[src/rtl/id_inst_queue.sv]
// id_inst_queue
//    DEPTH-entry instruction FIFO sitting between IF and ID. IF pushes with a
//    valid/ready handshake, ID pops with a valid/ready handshake, so a fetched
//    instruction is never lost while ID stalls. A branch flush may keep the
//    KEEP oldest surviving entries (KEEP=1 keeps the MIPS delay slot).
//
//    Ports
//       clk       clock, all state updates on posedge
//       rst       synchronous active-high reset (dominates everything)
//       flush     branch redirect, applied at the end of the current cycle
//       if_valid  IF presents an instruction
//       if_pc     PC of the presented instruction
//       if_inst   presented instruction word
//       if_ready  queue can accept an instruction this cycle
//       id_valid  head entry is valid
//       id_pc     PC of the head entry (zero when empty)
//       id_inst   instruction of the head entry (zero when empty)
//       id_ready  ID consumes the head this cycle
//       count     current occupancy (registered)
module id_inst_queue #(
   parameter int DEPTH   = 4,
   parameter int PC_WD   = 32,
   parameter int INST_WD = 32,
   parameter int KEEP    = 1,
   parameter int CNT_WD  = $clog2(DEPTH) + 1
) (
   input  logic               clk,
   input  logic               rst,
   input  logic               flush,
   input  logic               if_valid,
   input  logic [PC_WD-1:0]   if_pc,
   input  logic [INST_WD-1:0] if_inst,
   output logic               if_ready,
   output logic               id_valid,
   output logic [PC_WD-1:0]   id_pc,
   output logic [INST_WD-1:0] id_inst,
   input  logic               id_ready,
   output logic [CNT_WD-1:0]  count
);

   localparam int PTR_WD = (DEPTH > 1) ? $clog2(DEPTH) : 1;
   localparam logic [CNT_WD-1:0] DEPTH_C = CNT_WD'(DEPTH);
   localparam logic [CNT_WD-1:0] KEEP_C  = CNT_WD'(KEEP);

   generate
      if (DEPTH < 2 || DEPTH > 16 || (DEPTH & (DEPTH - 1)) != 0) begin : g_bad_depth
         $error("id_inst_queue: DEPTH must be a power of two in 2..16");
      end
      if (KEEP < 0 || KEEP >= DEPTH) begin : g_bad_keep
         $error("id_inst_queue: KEEP must be in 0..DEPTH-1");
      end
   endgenerate

   logic [PC_WD-1:0]   pc_mem_q   [DEPTH];
   logic [INST_WD-1:0] inst_mem_q [DEPTH];

   logic [PTR_WD-1:0] rd_ptr_q, rd_ptr_d;
   logic [PTR_WD-1:0] wr_ptr_q, wr_ptr_d;
   logic [CNT_WD-1:0] count_q,  count_d;

   logic              enq;
   logic              deq;
   logic [CNT_WD-1:0] cnt_after;

   // Outputs depend on registered state only; there is no input-to-output path.
   assign if_ready = (count_q < DEPTH_C);
   assign id_valid = (count_q != '0);
   assign id_pc    = id_valid ? pc_mem_q[rd_ptr_q]   : '0;
   assign id_inst  = id_valid ? inst_mem_q[rd_ptr_q] : '0;
   assign count    = count_q;

   assign enq = if_valid & if_ready;
   assign deq = id_valid & id_ready;

   always_comb begin
      cnt_after = count_q + CNT_WD'(enq) - CNT_WD'(deq);
      rd_ptr_d  = rd_ptr_q + PTR_WD'(deq);
      count_d   = cnt_after;
      wr_ptr_d  = wr_ptr_q + PTR_WD'(enq);
      if (flush) begin
         // Survivors are the oldest entries after this cycle's handshakes, so
         // the write pointer is rebuilt from the new head rather than rewound.
         count_d  = (cnt_after > KEEP_C) ? KEEP_C : cnt_after;
         wr_ptr_d = rd_ptr_d + PTR_WD'(count_d);
      end
   end

   always_ff @(posedge clk) begin
      if (rst) begin
         rd_ptr_q <= '0;
         wr_ptr_q <= '0;
         count_q  <= '0;
      end else begin
         rd_ptr_q <= rd_ptr_d;
         wr_ptr_q <= wr_ptr_d;
         count_q  <= count_d;
      end
   end

   // Entry storage carries no reset; contents behind an invalid slot are unused.
   always_ff @(posedge clk) begin
      if (enq) begin
         pc_mem_q[wr_ptr_q]   <= if_pc;
         inst_mem_q[wr_ptr_q] <= if_inst;
      end
   end

endmodule
[config.mk]
export PLATFORM = sky130hd
export DESIGN_NAME = id_inst_queue
export DESIGN_NICKNAME = d
export VERILOG_FILES = /design/src/rtl/id_inst_queue.sv
export SDC_FILE = /design/constraint.sdc
export NUM_CORES = 1
export LEC_CHECK = 0
export ABC_AREA = 1
export CAP_MARGIN = 20
export CORE_ASPECT_RATIO = 0.7
export CORE_MARGIN = 8
export CORE_UTILIZATION = 45
export DETAILED_ROUTE_END_ITERATION = 8
export GPL_TIMING_DRIVEN = 0
export PLACE_DENSITY = 0.71
export SLEW_MARGIN = 0
export SYNTH_ARGS = -nofsm -noshare
export SYNTH_HDL_FRONTEND = slang
export SYNTH_SLANG_ARGS = --single-unit
[constraint.sdc]
create_clock -name clk -period 7.71 [get_ports clk]
set_input_delay 0.771 -clock clk [delete_from_list [all_inputs] [get_ports clk]]
set_output_delay 0.771 -clock clk [all_outputs]
set_load 0.05 [all_outputs]
-- After elaboration in Yosys (flattened, before gate mapping)
Memory sizes are Yosys's and may differ from the RTL's. A register that Yosys moved wholly into a read port is not among the register bits.
Index checks and enable logic that the tools add are counted.
- register bits after elaboration: 7
- bits in writable memories: 256
- input port bits: 69
- output and inout port bits: 69
- word-level logic and storage cells: 24
- memories kept: 2
- memory list (memory ; words ; width ; rd ports ; clocked after memory_dff ; write ports ; line ; text):
    inst_mem_q ; 4 ; 32 ; 1 ; 1 ; 1 ; 55 ; logic [INST_WD-1:0] inst_mem_q [DEPTH];
    pc_mem_q ; 4 ; 32 ; 1 ; 1 ; 1 ; 54 ; logic [PC_WD-1:0] pc_mem_q [DEPTH];
- $add $sub $neg: 5
- order comparisons: 2
- multiplexer cells: 9
- bitwise gates (word level): 2
- reductions and logical operators: 1
- operator list (kind ; number):
    $mux W32 ; 2
    $mux W2 ; 3
    $mux W3 ; 2
    $add A2 B1 Y2 ; 2
    $add A3 B1 Y3 ; 1
    $gt A3 B1 Y1 const B ; 1
    $lt A3 B3 Y1 const B ; 1
    $reduce_bool A3 Y1 ; 1
    $sub A3 B1 Y3 ; 1
    $add A2 B2 Y2 ; 1
    $and A1 B1 Y1 ; 2
    $mux W1 ; 2

-- Logic depth before layout (Yosys ltp)
- depth in word-level cells: 8
- depth in mapped cells: 18

-- Worst setup path after synthesis
No wires, ideal clock.
- path kind: register -> register
- start point: reg count_q[2], in the netlist count[2]
- end point: mem inst_mem_q[0][0], enable pin
- setup time: 0.565 ns
- arrival: 5.525 ns
- data required time: 7.145 ns
- path slack: 1.619 ns
- cell stages (with the launch flop): 4
- period minus slack after synthesis: 6.091 ns
- cells stage by stage: dfxtp_1 -> inv_1 -> nand2_1 -> nor3_1
- cells in the longest elaborated chain, start to end: 4
- RTL lines (what ; line ; text):
    start: declaration ; 59 ; logic [CNT_WD-1:0] count_q, count_d;
    start signal: assignment ; 96 ; count_q <= count_d;
    $lt A3 B3 Y1 ; 66 ; assign if_ready = (count_q < DEPTH_C);
    via if_ready ; 33 ; output logic if_ready,
    $and A1 B1 Y1 ; 72 ; assign enq = if_valid & if_ready;
    $mux W1 ; 102 ; if (enq) begin
    $mux W1 (implied by the code) ; 104 ; inst_mem_q[wr_ptr_q] <= if_inst;
    end: declaration ; 55 ;
The timed path passes the listed nets, and every way through them passes these cells.

==> run summary <==
Yosys reg bits: 263
routability cong.: 0.7653
Avg WL per Cell: 18.81 um
buffers inserted during post-CTS setup optimization: 0
die extent in x: 197.4 um
result of the run: finished clean
area growth from synthesis to layout: 28.08%
synthesized net count: 900
maximum number of pins on one net before global-route repair: 15
cell count after placement: 1302
critical path required time: 6940 ps
part of the Yosys area used for sequential elements: 75.54%
P_leak: 4.606 nW
number of ports placed on the die boundary: 138
root buffer cell: sky130_fd_sc_hd__clkbuf_16
Finished Core Util: 58.68%
element type at the critical path start: flop
number of cells upsized or downsized after cts: 0
Final Skew: 6.974 ps
Netlist Area Pre-Place: 0.01036 mm2
# hold bufs at CTS: 0
max-capacitance violation count: 0
clock slew at reported path FFs: 60 ps
minimum period implied by the final worst setup slack: 3633 ps
RSZ-0062 raised after global routing: false
antenna-violating nets left: 0
number of nets in the layout: 1093
WHS: 544.9 ps
Total Power Consumption: 0.004930 W
Critical Path Sink Type: output pin
global-route wire length before repair: 39300 um
count of yosys warnings during synthesis: 0
Peak Freq: 275.3 MHz
first drt pass iteration count: 4
placeable core region: 0.02262 mm2
headroom to the max-slew limit: 42.18%
maximum clock insertion buffer count: 3
total number of H-tree levels: 1
reg-to-reg slack, setup: 4570 ps
DR vias/cell: 5.095
clock tree from TritonCTS: built
share of the clock period used by the worst path: 47.12%
Power Density: 371.4 mW/mm2
Buffers on Ports: 137
n_diodes: 0
classification of the worst setup path: reg2out
Fill cells: 1848
via count of the first global-routing pass: 6947
Post-DP HPWL: 17130 um
GR Util All Layers: 17.84%
initial DRC count: 490
cts bufs inserted: 26
height of the die: 143.0 um
mean instance size in the synthesized netlist: 12.56 um2
total gr overflow: 0
IR drop worst, VDD: 241.0 uV
Final Slew Violations: 0
final setup violation count: 0
final WL: 25390 um
fraction of final layout cells sized beyond drive strength 1: 10.02%
clk sinks: 263
worst skew pair latency: 520 ps
Die Outline Area: 0.02822 mm2
antenna violations before repair: 1
via count: 6878
cells after synthesis: 825
min-delay worst type: reg2reg
arrival time reported for the critical path endpoint: 2860 ps
Fin. Hold Viols: 0
non-filler instance count after layout: 1350
starting density of the core: 45.81%
maximum fanout along the worst path: 10
post-detailed-route DRC marker count: 0
count of unique library cells instantiated by Yosys: 20
slew at the pin closest to its max-slew limit: 862.6 ps
row count: 46
==> synth_stat cells, drive strengths merged <==
library cell	n	share of area, %
dfxtp	7	1.4
edfxtp	256	74
buf	35	2.2
o21ai	129	6.2
fa	1	0.19
clkbuf	14	0.52
nor3	5	0.29
ha	5	0.60
nand2	16	0.58
a21oi	66	3.2
inv	21	0.76
nand3	6	0.29
nor2	264	9.6
==> final cells by class <==
class,instances,area (um2),area share (%)
Timing Repair Buffer,165,1705,12.85
Sequential cell,263,7828,58.97
Buffer,49,286.5,2.159
Inverter,21,78.83,0.5939
Multi-Input combinational cell,492,2190,16.50
Clock buffer,35,705.7,5.317
Clock inverter,13,88.84,0.6693
Tap cell,312,390.4,2.941
==> through the flow <==
stage | setup WS [ps] | setup TNS, ps | area (um2)
after floorplan | 1619 | 0 | 10360
after detailed placement | 4371 | 0 | 12480
after global routing | 3815 | 0 | 13270
final | 4077 | 0 | 13270
after global placement | -2040 | -489190 | 12120
after CTS | 4036 | 0 | 13270
==> worst max-delay path, cell delays in order (launching register included) <==
cell                              delay [ps]
sky130_fd_sc_hd__dfxtp_1                 350
sky130_fd_sc_hd__inv_2                    70
sky130_fd_sc_hd__buf_4                   200
sky130_fd_sc_hd__clkbuf_1                420
sky130_fd_sc_hd__o21ai_0                 170
sky130_fd_sc_hd__a21oi_1                 280
sky130_fd_sc_hd__clkdlybuf4s50_1         860
==> power by group <==
group	switching, W	internal, W	leakage [nW]
clock	0.000511	0.000674	0.384
combinational	0.00132	0.000588	1.82
sequential	0.0000484	0.00179	2.41
==> final timing paths <==
path / start / end / cells after the start
max: rd_ptr_q[0] / id_inst[4] / 6
min: count[2] / count[2] / 2
max reg2reg: count[2] / wr_ptr_q[0] / 14
min reg2reg: count[2] / count[2] / 2
==> per-layer routing <==
layer / wire (um) / GRT usage, % / vias to the layer above
li1: - / - / 3305
met2: 11720 / 28.39 / 198
met3: 1741 / 4.044 / 33
met1: 11500 / 25.00 / 3340
met4: 416 / 3.316 / 2
met5: 9 / 0 / -
==> cell usage in the layout, fill, tap and decap left out <==
| master | n |
|---|---|
| sky130_fd_sc_hd__buf_2 | 18 |
| sky130_fd_sc_hd__clkbuf_1 | 21 |
| sky130_fd_sc_hd__bufinv_16 | 1 |
| sky130_fd_sc_hd__buf_4 | 9 |
| sky130_fd_sc_hd__o21ai_1 | 37 |
| sky130_fd_sc_hd__clkinvlp_4 | 2 |
| sky130_fd_sc_hd__nor2_1 | 264 |
| sky130_fd_sc_hd__buf_6 | 29 |
| sky130_fd_sc_hd__dfxtp_1 | 7 |
| sky130_fd_sc_hd__buf_1 | 2 |
| sky130_fd_sc_hd__fa_1 | 1 |
| sky130_fd_sc_hd__nand2_1 | 16 |
| sky130_fd_sc_hd__clkbuf_16 | 27 |
| sky130_fd_sc_hd__ha_1 | 5 |
| sky130_fd_sc_hd__edfxtp_1 | 256 |
| sky130_fd_sc_hd__clkinv_1 | 5 |
| sky130_fd_sc_hd__nand3_1 | 6 |
| sky130_fd_sc_hd__inv_1 | 19 |
| sky130_fd_sc_hd__clkbuf_2 | 1 |
| sky130_fd_sc_hd__nor3_2 | 5 |
| sky130_fd_sc_hd__inv_2 | 2 |
| sky130_fd_sc_hd__clkdlybuf4s50_1 | 137 |
| sky130_fd_sc_hd__a21oi_1 | 66 |
| sky130_fd_sc_hd__clkinv_2 | 5 |
| sky130_fd_sc_hd__o21ai_0 | 92 |
| sky130_fd_sc_hd__buf_8 | 5 |
==> logic make-up (layout without fill, tap and decap cells) <==
group | count (synthesis) | after routing | synth area share, %
adder cells (fa/ha/maj) | 6 | 6 | 0.7969
AND/OR/NAND/NOR | 291 | 291 | 10.72
flip-flops | 263 | 263 | 75.54
buffers and inverters | 70 | 283 | 3.526
AO/OA/AOI/OAI | 195 | 195 | 9.418
==> registers in the layout (all words and copies together) (netlist names) <==
name	cells
wr_ptr_q	2
count	3
inst_mem_q	128
pc_mem_q	128
rd_ptr_q	2
Power figures use the tool's default switching activity.
